[config.mk]
export PLATFORM = sky130hd
export DESIGN_NAME = led_ramp_pwm
export DESIGN_NICKNAME = d
export VERILOG_FILES = /design/src/rtl/led_ramp_pwm.sv
export SDC_FILE = /design/constraint.sdc
export NUM_CORES = 1
export LEC_CHECK = 0
export CAP_MARGIN = 30
export CELL_PAD_IN_SITES_DETAIL_PLACEMENT = 1
export CELL_PAD_IN_SITES_GLOBAL_PLACEMENT = 1
export CORE_MARGIN = 5
export CORE_UTILIZATION = 45
export CTS_CLUSTER_DIAMETER = 30
export CTS_CLUSTER_SIZE = 14
export DETAILED_ROUTE_END_ITERATION = 6
export GPL_TIMING_DRIVEN = 0
export PLACE_DENSITY_LB_ADDON = 0.1
export RECOVER_POWER = 50
export SLEW_MARGIN = 15
export SYNTH_ARGS = -nofsm -noshare
export SYNTH_HDL_FRONTEND = slang
export SYNTH_SLANG_ARGS = --single-unit
[constraint.sdc]
create_clock -name clk -period 3.58 [get_ports clk]
set_clock_uncertainty 0.2 [all_clocks]
set_input_delay 0.895 -clock clk [delete_from_list [all_inputs] [get_ports clk]]
set_output_delay 0.895 -clock clk [all_outputs]
set_load 0.01 [all_outputs]
[src/rtl/led_ramp_pwm.sv]
// LED brightness ramp with PWM drive: level slews toward the rotary target one step
// per prescaler tick, and decoder error events override the LED with a timed blink.
module led_ramp_pwm #(
  parameter int RAMP_BITS    = 16,
  parameter int FLASH_HALVES = 4
) (
  input  logic       clk,
  input  logic       rst,
  input  logic [7:0] target,
  input  logic       err_in,
  input  logic       button_n,
  output logic       pwm_out,
  output logic [6:0] level,
  output logic       busy
);

  localparam int FW = $clog2(FLASH_HALVES + 1);

  typedef enum logic [1:0] {IDLE, RAMP, FLASH} state_t;

  state_t               state, state_nxt;
  logic [RAMP_BITS-1:0] presc;
  logic [6:0]           target_level;
  logic [6:0]           phase;
  logic [FW-1:0]        flash_cnt;
  logic                 blink;
  logic                 err_prev;
  logic                 armed;
  logic                 tick;
  logic                 err_evt;
  logic                 pwm_nxt;

  assign tick    = &presc;
  // armed masks the first post-reset cycle so a held err_in level is not an event
  assign err_evt = armed & (err_in ^ err_prev);

  always_ff @(posedge clk or posedge rst) begin
    if (rst) begin
      presc        <= '0;
      phase        <= '0;
      target_level <= '0;
      err_prev     <= 1'b0;
      armed        <= 1'b0;
    end else begin
      presc        <= presc + 1'b1;
      phase        <= phase + 7'd1;
      target_level <= target[6:0];
      err_prev     <= err_in;
      armed        <= 1'b1;
    end
  end

  always_ff @(posedge clk or posedge rst) begin
    if (rst) begin
      level <= '0;
    end else if (tick) begin
      if (level < target_level)      level <= level + 7'd1;
      else if (level > target_level) level <= level - 7'd1;
    end
  end

  // An error event wins over a coincident tick: reload, no toggle
  always_ff @(posedge clk or posedge rst) begin
    if (rst) begin
      flash_cnt <= '0;
      blink     <= 1'b0;
    end else if (err_evt) begin
      flash_cnt <= FW'(FLASH_HALVES);
      blink     <= 1'b1;
    end else if (state == FLASH && tick) begin
      flash_cnt <= flash_cnt - 1'b1;
      blink     <= ~blink;
    end
  end

  always_ff @(posedge clk or posedge rst) begin
    if (rst) state <= IDLE;
    else     state <= state_nxt;
  end

  always_comb begin
    state_nxt = state;
    case (state)
      IDLE:  if (target_level != level) state_nxt = RAMP;
      RAMP:  if (target_level == level) state_nxt = IDLE;
      FLASH: if (tick && flash_cnt == FW'(1))
               state_nxt = (target_level != level) ? RAMP : IDLE;
      default: state_nxt = IDLE;
    endcase
    if (err_evt) state_nxt = FLASH;
  end

  always_comb begin
    busy = (state == RAMP) || (state == FLASH && level != target_level);
    if (state == FLASH)  pwm_nxt = blink;
    else if (!button_n)  pwm_nxt = 1'b1;
    else                 pwm_nxt = (level > phase);
  end

  always_ff @(posedge clk or posedge rst) begin
    if (rst) pwm_out <= 1'b0;
    else     pwm_out <= pwm_nxt;
  end

endmodule

==> run metrics <==
count of cell types in the netlist=37; CP startpoint=level[6]; r2r endpoint=level[6]; vias per cell=5.12; min Tclk post-route=about 3300 ps; routability cong.=0.802; initial antenna violation count=0; final setup violation count=0; drt wl/cell=around 15 um; Mean Syn Cell Area=approximately 11 um^2; Comb power frac=6.9%; CP Class=flop to flop; PwrDens=338 nW/um^2; H-tree levels=2; first-pass GRT wire length=8160 um; startpoint of the lowest-slack hold path=presc[0]; chip height=82.6 um; Seq cells post-synth=between 40 and 50; Fin Setup TNS=0 ps; GRT overflow=0; final WL=4610 um; CTS root buf=clkbuf_8; clock slew at reported path FFs=80 ps; core area=5110 um^2; number of clock sinks=46; drt pass-1 iters=2; GRT Util Overall=15.9%; peak supply drop=0.000188 V; vias in the first global route=between 1500 and 2000; Fmax=303 MHz; CTS Buffer Depth=2; Synth Cell Area=between 2000 and 2500 um^2; Top Usage Layer GRT=met2; Switching Share=22.8%; Worst Tran Pin Value=around 1400 ps; Port Buffer Count=19; sequential share of the synthesized area=48.6%; period utilization=92.1%; hold endpoint=presc[0]; total CTS buffers=5; YS warnings=0; outcome=finished clean; Hold Vio Cnt, Final=0; layout cells sized above 1=under 10%; register share of total power=57.9%; cell area after placement=between 2000 and 3000 um^2; crit path capture type=flop; met3 Use GR=under 10%; largest net degree at the start of global routing=31; CTS tree=done; Clk network pwr share=between 30% and 40%; Area Growth Syn to Fin=16.1%; internal reg-to-reg setup slack=280 ps; PostCTS Resize Cnt=0; Post-CTS Hold Buffers=0; Post-CTS Setup Bufs=0; worst-skew pair later-pin latency=300 ps; NetSw=0.000212 W; Syn Nets=~250; Max Slew Vio Count=0; RR Startpoint=level[6]; Worst R2R Path Depth=10; met2 Use GR=approximately a quarter; 1st-iter DRT viols=22; Initial Util=between 40% and 50%; DIE AREA=about 6800 um^2; RSZ-0062 raised after global routing=false; hold path cells=1; LEAKAGE=1.31 nW; Ports=21; Die W=82.6 um; Detail Route Antenna Nets=0; critical path required time=3590 ps; Max Cap Viol=0; GR Util met1=20.4%; critical path arrival=3310 ps; Max FO, Critical Path=6; DRC viols=0; internal power=0.000718 W; via count=1618; final instance area=between 2000 and 3000 um^2; CP Launch Type=flop; FP Rows=26; Cells after Synth=218; Worst Hold Class=flop to flop; n_diodes=0; HPWL Detailed=approximately 3600 um; Nets=281; headroom to the max-slew limit=7.68%
==> worst max-delay path, cell delays in order (launching register included) <==
cell	delay, ps
dfrtp_1	460
ha_1	360
a21oi_1	140
o21ai_0	170
or2_2	410
fa_1	440
a211oi_1	290
o21ai_0	180
nor4bb_1	170
o2111ai_1	240
xnor2_1	150
==> logic make-up (layout without fill, tap and decap cells) <==
family,after synthesis,count (layout),synth area share (%)
AO/OA/AOI/OAI,30,30,7.60
XOR/XNOR,27,27,9.98
adder cells (fa/ha/maj),24,24,13.0
buffers and inverters,23,51,3.80
flip-flops,46,46,48.6
multiplexers,5,5,2.38
other,1,1,0.158
AND/OR/NAND/NOR,62,62,14.5
==> cell usage in the layout (no fill, tap or decap), types with 2 or more instances in the layout <==
cell type        instances
a21o_1                   2
a21oi_1                  9
a31oi_1                  2
and2_1                   2
and3_1                   2
and4_1                   2
clkbuf_8                 6
clkdlybuf4s50_1         10
dfrtp_1                 46
dlygate4sd3_1            9
ha_1                    23
inv_1                   22
mux2_2                   5
nand2_1                 11
nand2b_1                 3
nand3_1                 12
nand4_1                  4
nor2_1                   9
nor2b_1                  3
nor3_1                   4
o2111ai_1                2
o21ai_0                 10
or2_2                    3
xnor2_1                 16
xor2_1                  11
==> final cells by class <==
type / instances / area (um^2)
Timing Repair Buffer: 20 / 203
Tap cell: 70 / 87.6
Fill cell: 585 / 2360
Buffer: 1 / 7.51
Clock buffer: 7 / 86.3
Inverter: 22 / 82.6
Multi-Input combinational cell: 149 / 1130
Sequential cell: 46 / 1150
Clock inverter: 1 / 5.00
==> worst max path at each step <==
| stage | slack, ps | cells after the start | end |
|---|---|---|---|
| 6_report | 280 | 10 | level[6] |
| 5_1_grt | 30 | 10 | level[6] |
| 4_1_cts | 260 | 10 | level[6] |
| 3_5_place_dp | 320 | 10 | level[6] |
| 3_3_place_gp | 320 | 10 | level[6] |
| 2_1_floorplan | 600 | 10 | level[5] |
==> cell usage after synthesis (all sizes together) <==
| cell | count | area (um^2) |
|---|---|---|
| a211oi | 1 | 7.51 |
| a21o | 2 | 15.0 |
| a21oi | 9 | 45.0 |
| a2bb2oi | 1 | 8.76 |
| a31oi | 2 | 12.5 |
| and2 | 2 | 12.5 |
| and3 | 2 | 12.5 |
| and4 | 3 | 28.8 |
| buf | 1 | 7.51 |
| conb | 1 | 3.75 |
| dfrtp | 46 | 1150 |
| fa | 1 | 20.0 |
| ha | 23 | 288 |
| inv | 22 | 82.6 |
| mux2 | 5 | 56.3 |
| nand2 | 12 | 47.6 |
| nand2b | 3 | 18.8 |
| nand3 | 13 | 70.1 |
| nand3b | 1 | 7.51 |
| nand4 | 4 | 25.0 |
| nor2 | 9 | 33.8 |
| nor2b | 3 | 18.8 |
| nor3 | 5 | 30.0 |
| nor4bb | 1 | 10.0 |
| o2111ai | 2 | 17.5 |
| o21a | 1 | 7.51 |
| o21ai | 10 | 50.1 |
| o31a | 1 | 8.76 |
| o31ai | 1 | 7.51 |
| or2 | 3 | 18.8 |
| or4b | 1 | 10.0 |
| xnor2 | 16 | 140 |
| xor2 | 11 | 96.3 |
==> routing by layer <==
| metal | up-vias | wire, um |
|---|---|---|
| met2 | 18 | 2250 |
| met4 | 0 | 55 |
| met3 | 5 | 133 |
| li1 | 796 | - |
| met1 | 799 | 2170 |
| met5 | - | 0 |
==> sequential cells by signal, indices dropped and copies added, names as in the netlist <==
signal / cells
presc: 16
level: 7
phase: 7
armed: 1
blink: 1
err_prev: 1
target_level: 7
flash_cnt: 3
pwm_out: 1
state: 2
==> power by group through the flow <==
stage	Combinational (W)	Sequential, W	Clock, W
finish	0.0000646	0.000538	0.000327
CTS	0.0000705	0.000539	0.000342
floorplan	0.0000353	0.000547	0
global placement	0.0000650	0.000547	0
global route	0.0000735	0.000540	0.000370
detailed placement	0.0000703	0.000549	0
==> through the flow <==
step	cells	total power [W]	hold WS (ps)	setup WS, ps	utilization, %
6_report	316	0.000930	263	285	53.9
5_1_grt	316	0.000984	293	28.2	53.9
4_1_cts	316	0.000951	266	262	54.0
2_1_floorplan	218	0.000582	222	596	-
3_3_place_gp	307	0.000612	243	323	51.8
3_5_place_dp	308	0.000619	254	316	52.2
No activity file was read; power rests on OpenSTA's default activity.
